==> src/rtl/serial_adder.sv <==
// ---------------------------------------------------------------------------
// serial_adder
//   Bit-serial adder built around a single full_adder cell. Operands are
//   consumed LSB-first, one bit per clock, with the carry held in a 1-bit
//   register between cycles. A WIDTH-bit add takes WIDTH cycles in RUN,
//   followed by a single DONE cycle in which the results are presented.
//   Besides the sum and carry-out it reports signed overflow and an
//   all-propagate flag usable as a carry-skip qualifier.
//
// Ports
//   clk    in   1      rising-edge clock
//   rst_n  in   1      asynchronous active-low reset
//   start  in   1      request an add; only looked at while busy=0
//   inA    in   WIDTH  operand A, captured when start is accepted
//   inB    in   WIDTH  operand B, captured when start is accepted
//   cin    in   1      carry-in, captured when start is accepted
//   busy   out  1      high while the add is running
//   done   out  1      one-cycle pulse, results valid and freshly updated
//   sum    out  WIDTH  low WIDTH bits of A+B+cin
//   cout   out  1      carry out of the MSB
//   ovf    out  1      signed overflow (carry into MSB ^ carry out of MSB)
//   p_all  out  1      AND over all bits of A^B
// ---------------------------------------------------------------------------

// Single-bit full adder cell; p is the propagate term of the bit.
module full_adder (
  input  logic inA,
  input  logic inB,
  input  logic cin,
  output logic sum,
  output logic cout,
  output logic p
);

  assign p    = inA ^ inB;
  assign sum  = p ^ cin;
  assign cout = (inA & inB) | (p & cin);

endmodule

module serial_adder #(
  parameter int WIDTH = 8
) (
  input  logic             clk,
  input  logic             rst_n,
  input  logic             start,
  input  logic [WIDTH-1:0] inA,
  input  logic [WIDTH-1:0] inB,
  input  logic             cin,
  output logic             busy,
  output logic             done,
  output logic [WIDTH-1:0] sum,
  output logic             cout,
  output logic             ovf,
  output logic             p_all
);

  localparam int CW = $clog2(WIDTH);
  localparam logic [CW-1:0] LAST_BIT = CW'(WIDTH - 1);

  typedef enum logic [1:0] {
    IDLE = 2'd0,
    RUN  = 2'd1,
    DONE = 2'd2
  } state_t;

  state_t state;
  state_t next_state;

  logic [WIDTH-1:0] a_sr;
  logic [WIDTH-1:0] b_sr;
  logic [WIDTH-1:0] part_sum;
  logic             carry;
  logic             p_acc;
  logic [CW-1:0]    cnt;

  logic fa_sum;
  logic fa_cout;
  logic fa_p;

  logic load;
  logic last_bit;

  // A new add may be accepted from IDLE or directly out of DONE, which lets
  // operations run back-to-back without an idle cycle in between.
  assign load     = start && ((state == IDLE) || (state == DONE));
  assign last_bit = (state == RUN) && (cnt == LAST_BIT);

  full_adder u_fa (
    .inA  (a_sr[0]),
    .inB  (b_sr[0]),
    .cin  (carry),
    .sum  (fa_sum),
    .cout (fa_cout),
    .p    (fa_p)
  );

  // State register.
  always_ff @(posedge clk or negedge rst_n) begin
    if (!rst_n) begin
      state <= IDLE;
    end else begin
      state <= next_state;
    end
  end

  // Next-state logic. Start requests seen during RUN fall through untouched.
  always_comb begin
    next_state = state;
    case (state)
      IDLE: if (start) next_state = RUN;
      RUN:  if (cnt == LAST_BIT) next_state = DONE;
      DONE: next_state = start ? RUN : IDLE;
      default: next_state = IDLE;
    endcase
  end

  // Status outputs decoded straight from the state.
  always_comb begin
    busy = (state == RUN);
    done = (state == DONE);
  end

  // Datapath. Each RUN cycle the cell's sum bit enters the top of the partial
  // sum register, so after WIDTH cycles the LSB has reached bit 0. The visible
  // results are only written on the final RUN edge; the carry register on that
  // edge is exactly the carry into the MSB, which gives the overflow term.
  always_ff @(posedge clk or negedge rst_n) begin
    if (!rst_n) begin
      a_sr     <= '0;
      b_sr     <= '0;
      part_sum <= '0;
      carry    <= 1'b0;
      p_acc    <= 1'b0;
      cnt      <= '0;
      sum      <= '0;
      cout     <= 1'b0;
      ovf      <= 1'b0;
      p_all    <= 1'b0;
    end else if (load) begin
      a_sr     <= inA;
      b_sr     <= inB;
      carry    <= cin;
      p_acc    <= 1'b1;
      cnt      <= '0;
      part_sum <= '0;
    end else if (state == RUN) begin
      a_sr     <= a_sr >> 1;
      b_sr     <= b_sr >> 1;
      carry    <= fa_cout;
      p_acc    <= p_acc & fa_p;
      part_sum <= {fa_sum, part_sum[WIDTH-1:1]};
      cnt      <= cnt + CW'(1);
      if (last_bit) begin
        sum   <= {fa_sum, part_sum[WIDTH-1:1]};
        cout  <= fa_cout;
        ovf   <= carry ^ fa_cout;
        p_all <= p_acc & fa_p;
      end
    end
  end

endmodule

==> config.mk <==
export PLATFORM = sky130hd
export DESIGN_NAME = serial_adder
export DESIGN_NICKNAME = d
export VERILOG_FILES = /design/src/rtl/serial_adder.sv
export SDC_FILE = /design/constraint.sdc
export NUM_CORES = 1
export LEC_CHECK = 0
export ABC_CLOCK_PERIOD_IN_PS = 1980
export BUFFER_PORTS_ARGS = -buffer_cell sky130_fd_sc_hd__buf_4
export CAP_MARGIN = 10
export CELL_PAD_IN_SITES_DETAIL_PLACEMENT = 2
export CELL_PAD_IN_SITES_GLOBAL_PLACEMENT = 2
export CORE_MARGIN = 8
export CORE_UTILIZATION = 38
export CTS_CLUSTER_SIZE = 8
export DETAILED_ROUTE_END_ITERATION = 16
export PLACE_DENSITY_LB_ADDON = 0.1
export SYNTH_ARGS = -nofsm -noshare
export SYNTH_HDL_FRONTEND = slang
export SYNTH_HIERARCHICAL = 1
export SYNTH_SLANG_ARGS = --single-unit
==> constraint.sdc <==
create_clock -name clk -period 1.98 [get_ports clk]
set_input_delay 0.099 -clock clk [delete_from_list [all_inputs] [get_ports clk]]
set_output_delay 0.099 -clock clk [all_outputs]
set_load 0.005 [all_outputs]
Word level (Yosys, flattened, before mapping)
Cells that the tools add are included.
{"block": "op_classes", "add_sub_neg": 1, "eq_ne": 5, "muxes": 16, "n_bitwise": 8, "reduce_logical": 7}
{"operator": "8-bit 2-to-1 mux", "n": 6}
{"operator": "3-bit 2-to-1 mux", "n": 2}
{"operator": "2-bit case mux with 3 select lines", "n": 1}
{"operator": "1-bit 2-to-1 mux", "n": 5}
{"operator": "2-bit 2-to-1 mux", "n": 2}
{"operator": "3-bit by 1-bit adder with 3-bit output (second input constant)", "n": 1}
{"operator": "1-bit bitwise AND", "n": 3}
{"operator": "3-bit == test (second input constant)", "n": 1}
{"operator": "3-bit AND reduction", "n": 1}
{"operator": "1-bit XOR", "n": 3}
{"operator": "2-bit by 1-bit == test with 1-bit output (second input constant)", "n": 1}
{"operator": "2-bit == test (second input constant)", "n": 1}
{"operator": "1-bit logical AND", "n": 2}
{"operator": "2-bit zero test", "n": 1}
{"operator": "2-bit by 1-bit inequality test with 1-bit output (second input constant)", "n": 1}
{"operator": "2-bit inequality test (second input constant)", "n": 1}
{"operator": "2-bit AND reduction", "n": 1}
{"operator": "2-bit nonzero test", "n": 1}
{"operator": "1-bit logical OR", "n": 1}
{"operator": "1-bit NOT", "n": 1}
{"operator": "1-bit OR", "n": 1}
{"block": "totals", "register_bits": 42, "input_bits": 20, "out_inout_bits": 13, "wordCells": 48}

Depth between registers and ports, before layout
Gate-level depths: netlist of the first run.
{"block": "depth", "word_depth": 5, "mapped_depth": 5, "mapped_depth_nobuf": 4}

By module
The synthesis of the first run kept the hierarchy.
{"mod": "serial_adder", "n_inst": 1, "cells_each": 148, "area_per_inst_um2": 2029.4, "seq_area_each_um2": 1026.0}
{"mod": "full_adder", "n_inst": 1, "cells_each": 2, "area_per_inst_um2": 32.5, "seq_area_each_um2": 0.0}

Least setup slack after synthesis of the first run
OpenSTA, ideal clock, no wires.
{"block": "synth_path", "kind": "reg2reg", "start": "register cnt[0]", "end": "register cout", "setup_time_ns": 0.125, "t_arrival_ns": 1.344, "required_time_ns": 1.855, "slack_ns": 0.511, "path_stages_with_launch": 6, "synth_period_minus_slack_ns": 1.469, "path_cell_list": "dfrtp_1 > ha_1 > ha_1 > nand3b_4 > buf_6 > mux2_2"}
{"block": "synth_via", "elab_chain_len": 3}
{"element": "start, declared", "line": "75", "rtl": "logic [CW-1:0] cnt;"}
{"element": "start signal, assigned", "line": "153", "rtl": "cnt <= cnt + CW'(1);"}
{"element": "3-bit == test", "line": "87", "rtl": "assign last_bit = (state == RUN) && (cnt == LAST_BIT);"}
{"element": "1-bit logical AND", "line": "87"}
{"element": "3-bit AND reduction (no line)"}
{"element": "end signal, assigned", "line": "156", "rtl": "cout <= fa_cout;"}
{"element": "end, declared", "line": "53", "rtl": "output logic cout,"}
Every way passes these cells.
A chain may end at the register's enable or synchronous reset.

Final worst setup path of the first run
{"block": "layout_path", "start": "register state[0]", "end": "output port busy"}
{"block": "layout_via", "elab_chain_len": 1}
{"element": "start, declared", "line": "67", "rtl": "state_t state;"}
{"element": "start signal, assigned", "line": "103", "rtl": "state <= next_state;"}
{"element": "2-bit by 1-bit == test with 1-bit output", "line": "120", "rtl": "busy = (state == RUN);"}
{"element": "end, declared", "line": "50", "rtl": "output logic busy,"}
Every way passes these cells.

==> impl_metrics.yaml, run 1 <==
status:
  status: "finished clean"
synthesis:
  synthTopCellsByArea: "dfrtp_1, mux2i_1, mux2_2"
  seq_area_frac_synth: 0.498
  syn_inst: 150
  synth-adder-area-share: 0.0279
  synth_mux_area_frac: 0.342
  syn_area_per_cell_um2: 13.7
  synth_simple_gate_area_frac: 0.0291
  synth_cell_types: 22
  syn_area_um2: 2060
  synth_warnings: 6
  synth_area_leader_cell: "dfrtp_1"
  synth_xor_area_frac: 0.00850
  synth_compound_gate_area_share: 0.0522
  synth_top_family_by_area: "multiplexers"
  syn_nets: 174
  yosysTopAreaCellShare: 0.498
  synth_seq_cells: 41
run:
  drv_cap: 0
clocking:
  post_cts_buffers: 0
  path_clk_slew_ns: 0.08
  cts_resized: 0
  cts.path.max_buffers: 2
  ctsHoldBuffers: 1
  numClockSinks: 41
  cts-buffers-inserted: 5
  h-tree-depth: 2
  cts_tree: "built"
  root_buffer: "clkbuf_8"
  worst_skew_pair.late_latency_ns: 0.30
finish:
  layout_commonest_cell: "mux2i_1"
  drive_gt1_frac: 0.357
  area_delta_synth_final_pct: 19.9
  num_antenna_cells: 0
  final_cell_mix: "mux2i_1, dfrtp_1, buf_4"
  final_util: 0.460
  nets: 208
  seq_area_um2: 1030
  nFillCells: 539
  multi_input_area_um2: 948
detailed_routing:
  dr.pass1.iters: 4
  drc_errors: 0
  vias_per_cell: 5.21
  ant_nets: 0
  wl_per_cell_um: 18.5
  drtIter0Drc: 41
  vias: 1340
  drt-total-wl_um: 4750
timing:
  skew_ns: 0.00621
  fmax_mhz: 595
  timing.final.crit_period_ns: 1.68
  finalSetupViolCount: 0
  slew_headroom: 0.650
  worst_slew_pin_slew_ns: 0.525
  slew_viol_final: 0
  rsz0062_at_grt: "false"
  setup_tns_ns: 0
  holdWs_ns: 0.0841
  period_share: 0.849
  hold_viol: 0
power_and_ir_drop:
  p_leak_uw: 0.00124
  power_density_nw_per_um2: 1400
  p_total_uw: 3470
  peakVddDrop_mv: 0.485
placed_design:
  dp_hpwl_um: 3370
  finalWeightedCongestion: 0.707
  io_buffer_count: 32
global_routing:
  grt_pass1_vias: 1541
  grt_usage: 0.131
  gr-total-overflow: 0
  antenna_found_initial: 0
  grt_pass1_wl_um: 7960
  grt_start_max_net_pins: 42
floorplanning:
  start_util: 0.384
  die_w_um: 89.7
  dieArea_um2: 8040
  core-area_um2: 5370
  placementRows: 27
  die_y_um: 89.7
  io-pin-count: 33
worst_setup_path:
  path_class: "flip-flop to primary output"
  cp-start-kind: "flip-flop"
  crit_required_ns: 1.88
  critPathCaptureType: "primary output"
  critPathMaxFanout: 13
  cp_data_arrival_time_ns: 1.58
min_path:
  holdCritPathClass: "input pin to flip-flop"
-- report_power, final --
group          internal (uW)  leakage [uW]  switching [uW]
clock                    410     0.0000574             304
combinational            753      0.000657             513
sequential              1170      0.000529             321
total                   2330       0.00124            1140
-- synth_stat cells --
master    count
buf_4         1
nor2_1        2
o21ai_0       3
nor2b_1       2
mux2_2       20
buf_8         1
dfrtp_1      41
inv_1         2
ha_1          3
nand2_1       1
a22o_1       10
clkbuf_1      1
buf_2         4
xnor2_1       1
nor2_2        1
nand3_1       2
nand3b_4      1
fa_1          1
buf_6         3
xor2_1        1
a21oi_1       1
mux2i_1      48
-- flip-flops by register name, summed over array words and instances (netlist names) --
signal	flops
state	2
ovf	1
p_all	1
cout	1
part_sum	7
p_acc	1
a_sr	8
cnt	3
sum	8
carry	1
b_sr	8
-- worst max-delay path, cell delays in order, from the launching register on --
cell and delay [ns]:
dfrtp_1 0.66, buf_4 0.32, nor2b_1 0.18, buf_4 0.13
-- per-layer routing --
| metal | global-route usage | vias to the layer above | wire [um] |
|---|---|---|---|
| met5 | 0 | - | 0 |
| met4 | 0.0453 | 0 | 66 |
| met3 | 0.0391 | 8 | 208 |
| met2 | 0.220 | 24 | 2360 |
| met1 | 0.155 | 698 | 2110 |
| li1 | - | 610 | - |
-- per-stage QoR --
stage                     instance area, um^2  std cells  worst slack, ns
after global placement                   2340        248            0.490
final                                    2470        257            0.298
after detailed placement                 2340        248            0.413
after global routing                     2470        257            0.222
after CTS                                2470        257            0.260
after floorplan                          2060        150            0.511
-- kinds of logic after synthesis --
| family | Yosys count |
|---|---|
| buffers and inverters | 12 |
| adders and majority gates | 4 |
| AOI/OAI and AO/OA | 14 |
| xor gates and xnor gates | 2 |
| DFF | 41 |
| and+or+nand+nor | 9 |
| muxes | 68 |
-- path summary, 6_finish.rpt --
kind / slack, ns / endpoint / cells past startpoint / start
worst max-delay path: 0.30 / busy / 3 / state[0]
worst min-delay path: 0.08 / a_sr[0] / 3 / inA[0]
worst max register to register: 0.43 / sum[4] / 4 / cnt[0]
worst min register to register: 0.51 / sum[3] / 1 / sum[3]
max in group asynchronous: 1.29 / b_sr[1] / 2 / rst_n
min in group asynchronous: 0.32 / sum[3] / 2 / rst_n
-- layout make-up --
cell class / instances / area share
clock inverter: 2 / 0.0152
clock buffer: 6 / 0.0334
timing repair buffer: 37 / 0.113
tap: 72 / 0.0364
multi-input combinational: 97 / 0.384
inverter: 2 / 0.00304
sequential: 41 / 0.415
Power figures use the tool's default switching activity.
==> inputs of run 2 (changes only) <==
--- a/config.mk
+++ b/config.mk
@@ -5,13 +5,13 @@
 export SDC_FILE = /design/constraint.sdc
 export NUM_CORES = 1
 export LEC_CHECK = 0
-export ABC_CLOCK_PERIOD_IN_PS = 1980
+export ABC_CLOCK_PERIOD_IN_PS = 1400
 export BUFFER_PORTS_ARGS = -buffer_cell sky130_fd_sc_hd__buf_4
 export CAP_MARGIN = 10
 export CELL_PAD_IN_SITES_DETAIL_PLACEMENT = 2
 export CELL_PAD_IN_SITES_GLOBAL_PLACEMENT = 2
 export CORE_MARGIN = 8
-export CORE_UTILIZATION = 38
+export CORE_UTILIZATION = 35
 export CTS_CLUSTER_SIZE = 8
 export DETAILED_ROUTE_END_ITERATION = 16
 export PLACE_DENSITY_LB_ADDON = 0.1
==> constraint.sdc (replaced) <==
create_clock -name clk -period 1.4 [get_ports clk]
set_input_delay 0.07 -clock clk [delete_from_list [all_inputs] [get_ports clk]]
set_output_delay 0.07 -clock clk [all_outputs]
set_load 0.005 [all_outputs]
==> impl_metrics.yaml, run 2 (same netlist as run 1, synthesis figures left out) <==
power_and_ir_drop:
  power_density_nw_per_um2: 2020
  power_frac_seq: 0.386
  p_int_uw: 3640
  peakVddDrop_mv: 0.607
  clock_power_share: 0.185
  combPwrFrac: 0.429
  p_leak_uw: 0.00134
  netSwitchingPower_uw: 1740
  netSwitchingFraction: 0.324
finish:
  drive_gt1_frac: 0.427
  num_antenna_cells: 0
  area_delta_synth_final_pct: 29.2
  finalInstanceArea_um2: 2670
  layout_commonest_cell: "mux2i_1"
  reg_top3: "a_sr (8), b_sr (8), sum (8)"
  final_cell_mix: "mux2i_1, buf_4, dfrtp_1"
  nets: 222
  final_util: 0.458
placed_design:
  place_area_um2: 2450
  finalWeightedCongestion: 0.692
  dp_hpwl_um: 3640
  pre_cts_ws_ns: -0.0676
  io_buffer_count: 32
timing:
  rsz0062_at_grt: "true"
  hold_viol: 0
  slew_viol_final: 0
  timing.final.crit_period_ns: 1.44
  setup_slack_ns: -0.0382
  finalSetupViolCount: 1
  skew_ns: 0.00392
  slew_headroom: 0.634
  period_share: 1.03
  fmax_mhz: 695
  worst_slew_pin_slew_ns: 0.549
detailed_routing:
  drt-total-wl_um: 5260
  vias: 1393
  drc_errors: 0
  vias_per_cell: 5.08
  wl_per_cell_um: 19.2
  dr.pass1.iters: 4
  drtIter0Drc: 16
  ant_nets: 0
worst_setup_path:
  crit_path_cell_trace: "fa_2 -> mux2_2 -> a22o_1"
  cp_data_arrival_time_ns: 1.62
  crit_required_ns: 1.59
  critPathMaxFanout: 2
  cp-start-kind: "flip-flop"
  path_class: "flip-flop to flip-flop"
  slowest_stage: "fa_2"
  cp_slowest_stage_delay_ns: 0.48
  critPathCaptureType: "flip-flop"
clocking:
  worst_skew_pair.late_latency_ns: 0.29
  cts_tree: "built"
  h-tree-depth: 2
  root_buffer: "clkbuf_8"
  path_clk_slew_ns: 0.08
  cts-buffers-inserted: 5
  numClockSinks: 41
  cts.path.max_buffers: 2
floorplanning:
  die_w_um: 92.8
  io-pin-count: 33
  die_y_um: 92.8
  start_util: 0.355
  core-area_um2: 5820
  dieArea_um2: 8600
  placementRows: 28
global_routing:
  gr-total-overflow: 0
  antenna_found_initial: 0
  grt_usage: 0.125
  grt_pass1_wl_um: 8350
  grt_start_max_net_pins: 42
  grt_pass1_vias: 1638
status:
  violations: "negative setup slack"
  status: "complete, but fails checks"
min_path:
  holdCritPathClass: "input pin to flip-flop"
run:
  drv_cap: 0
[run 2: power by group through the flow]
stage / Clock, uW / Combinational, uW / Sequential, uW
floorplan: 0 / 1350 / 1970
global placement: 0 / 1970 / 2020
detailed placement: 0 / 2140 / 2080
CTS: 1040 / 2220 / 2060
global route: 1080 / 2540 / 2140
finish: 997 / 2310 / 2070
[run 2: final timing paths]
kind / to / depth (start not counted) / startpoint / slack, ns
worst max-delay path: part_sum[7] / 3 / b_sr[0] / -0.04
worst min-delay path: a_sr[2] / 3 / inA[2] / 0.07
worst max register to register: part_sum[7] / 3 / b_sr[0] / -0.04
worst min register to register: sum[3] / 1 / sum[3] / 0.52
max in group asynchronous: state[0] / 2 / rst_n / 0.69
min in group asynchronous: part_sum[1] / 2 / rst_n / 0.29
[run 2: timing repair]
| action | 4_1_cts | 5_1_grt |
|---|---|---|
| setup buffers | 1 | 3 |
| resized for setup | 2 | 9 |
| pin swaps | 2 | 1 |
| cloned | 0 | 1 |
| hold buffers | 1 | 0 |
| hold endpoints to repair | 41 | 0 |
| endpoints found under the setup margin | 12 | 15 |
[run 2: final cells by class]
class	count	area [um^2]
Clock buffer	6	82.6
Clock inverter	2	37.5
Fill cell	611	3150
Inverter	2	7.51
Multi-Input combinational cell	98	1010
Sequential cell	41	1030
Tap cell	75	93.8
Timing Repair Buffer	50	407
[run 2: critical path: cells and delay by family (launching register included)]
family | cells | cell delay, ns
compound gates | 1 | 0.18
flops | 1 | 0.41
mux | 1 | 0.27
fa+ha+maj | 1 | 0.48
[run 2: metal layers]
metal,vias to the layer above,share of wire,track usage
met3,8,0.039,0.0356
met2,27,0.54,0.229
met5,-,0,0
met4,0,0.0087,0.0403
met1,720,0.41,0.133
li1,638,-,-
[run 2: per-stage QoR]
step / total power [uW] / setup TNS [ns] / hold slack [ns] / std cells
floorplan: 3320 / -0.0281 / -0.226 / 150
global placement: 3990 / -0.0178 / 0.0912 / 260
detailed placement: 4220 / -0.228 / 0.0957 / 260
CTS: 5320 / -0.282 / 0.0679 / 270
global route: 5760 / -0.187 / 0.0773 / 274
finish: 5380 / -0.0382 / 0.0718 / 274
==> inputs of run 3 (changes only) <==
--- a/config.mk
+++ b/config.mk
@@ -10,6 +10,7 @@
 export CAP_MARGIN = 10
 export CELL_PAD_IN_SITES_DETAIL_PLACEMENT = 2
 export CELL_PAD_IN_SITES_GLOBAL_PLACEMENT = 2
+export CORE_ASPECT_RATIO = 0.6
 export CORE_MARGIN = 8
 export CORE_UTILIZATION = 35
 export CTS_CLUSTER_SIZE = 8
==> impl_metrics.yaml, run 3 (same netlist as run 1, synthesis figures left out) <==
status:
  status: "complete, but fails checks"
  violations: "negative setup slack"
floorplanning:
  core-area_um2: 5620
  die_w_um: 115
  start_util: 0.367
  die_y_um: 75.5
  dieArea_um2: 8680
  placementRows: 21
  io-pin-count: 33
clocking:
  cts.path.max_buffers: 2
  numClockSinks: 41
  worst_skew_pair.late_latency_ns: 0.30
  cts-buffers-inserted: 5
  cts_tree: "built"
  path_clk_slew_ns: 0.08
  root_buffer: "clkbuf_8"
  h-tree-depth: 2
worst_setup_path:
  worstReg2RegStart: "b_sr[0]"
  rr_endpoint: "part_sum[7]"
  crit_buf_inv: 0
  rrSetupSlack_ns: -0.04
  cp-start-kind: "flip-flop"
  slowest_stage: "fa_2"
  critPathMaxFanout: 2
  worst-path-stages: 3
  crit_required_ns: 1.59
  cp_slowest_stage_delay_ns: 0.48
  r2r_cells: 3
  critPathCaptureType: "flip-flop"
  critPathTopFamily: "adder cells"
  endpoint: "part_sum[7]"
  crit_path_cell_trace: "fa_2 -> mux2_4 -> a22o_1"
  path_class: "flip-flop to flip-flop"
  startpoint: "b_sr[0]"
  cp_data_arrival_time_ns: 1.63
global_routing:
  grt_pass1_vias: 1523
  grt_start_max_net_pins: 42
  grt_pass1_wl_um: 8370
  grt_usage: 0.126
  gr-total-overflow: 0
  antenna_found_initial: 0
detailed_routing:
  drtIter0Drc: 36
  vias: 1372
  dr.pass1.iters: 4
  drc_errors: 0
  drt-total-wl_um: 5170
  vias_per_cell: 4.90
  route.met3.wl_um: 177
  routed.top_layer: "met4"
  wl_met2_um: 2320
  wl_per_cell_um: 18.5
  ant_nets: 0
  wl_met1_um: 2590
run:
  drv_cap: 0
power_and_ir_drop:
  netSwitchingFraction: 0.327
  netSwitchingPower_uw: 1750
  power_frac_seq: 0.384
  p_int_uw: 3600
  p_leak_uw: 0.00137
  power_density_nw_per_um2: 2000
  combPwrFrac: 0.440
  clock_power_share: 0.177
  peakVddDrop_mv: 0.601
timing:
  slew_headroom: 0.645
  worst_slew_pin_slew_ns: 0.532
  skew_ns: 0.00324
  period_share: 1.03
  hold_viol: 0
  setup_slack_ns: -0.0429
  fmax_mhz: 693
  timing.final.crit_period_ns: 1.44
  finalSetupViolCount: 2
  holdWs_ns: 0.0650
  rsz0062_at_grt: "true"
  slew_viol_final: 0
finish:
  fin_cells: 280
  drive_gt1_frac: 0.420
  reg_top3: "a_sr (8), b_sr (8), sum (8)"
  layout_commonest_cell: "buf_4"
  final_cell_mix: "buf_4, mux2i_1, dfrtp_1"
  nFillCells: 576
  nets: 224
  num_antenna_cells: 0
  multi_input_area_um2: 1020
  area_delta_synth_final_pct: 29.5
  seq_area_um2: 1030
placed_design:
  io_buffer_count: 32
  finalWeightedCongestion: 0.698
  dp_hpwl_um: 3500
  dp_cells: 265
min_path:
  holdCritPathClass: "input pin to flip-flop"
## run 3: cell types whose count changed in the layout (fill, tap and decap cells not counted), sizes merged
cell / before / now
buf: 49 / 51
clkinv: 0 / 1
clkbuf: 6 / 5
clkinvlp: 1 / 0
## run 3: worst min-delay path, stage by stage
cell and delay, ns:
buf_4 0.08, mux2i_1 0.05, o21ai_0 0.13
## run 3: stage by stage
step	area, um^2	setup TNS [ns]	utilization	total power (uW)	worst slack, ns
2_1_floorplan	2080	-0.0281	-	3320	-0.0281
3_3_place_gp	2430	-0.0251	0.433	3960	-0.0177
3_5_place_dp	2430	-0.371	0.433	4140	-0.0525
4_1_cts	2620	-0.0555	0.466	5240	-0.0382
5_1_grt	2670	-0.212	0.475	5720	-0.0799
6_report	2670	-0.0482	0.475	5340	-0.0429
## run 3: worst min path at each step
stage,slack (ns),to,from,cells after the start
5_1_grt,0.07,b_sr[7],inB[7],3
3_5_place_dp,0.09,sum[0],rst_n,1
4_1_cts,0.06,b_sr[7],inB[7],3
3_3_place_gp,0.08,ovf,rst_n,1
2_1_floorplan,-0.23,a_sr[0],rst_n,0
6_report,0.06,b_sr[7],inB[7],3
## run 3: per-layer routing
metal | track usage | vias to the layer above
met2 | 0.191 | 24
met4 | 0.0564 | 0
met5 | 0 | -
met1 | 0.170 | 694
met3 | 0.0301 | 8
li1 | - | 646
## run 3: what timing repair did
action	in CTS	in global routing
pin swaps	3	3
resized for setup	9	8
setup endpoints to repair	13	13
endpoints found under the hold margin	41	0
setup buffers	3	3
cloned	1	0
hold buffers	1	0
## run 3: power groups by stage
stage / registers, uW / logic, uW / clock network [uW]
after global placement: 2020 / 1940 / 0
after detailed placement: 2070 / 2070 / 0
after global routing: 2130 / 2580 / 1010
after floorplan: 1970 / 1350 / 0
after CTS: 2040 / 2240 / 958
final: 2050 / 2350 / 943
## run 3: final cells by class
class                      instances  area share
sequential                        41       0.384
multi-input combinational         98       0.383
timing repair buffer              52       0.153
tap                               80      0.0375
clock buffer                       5      0.0258
clock inverter                     2      0.0131
inverter                           2     0.00281
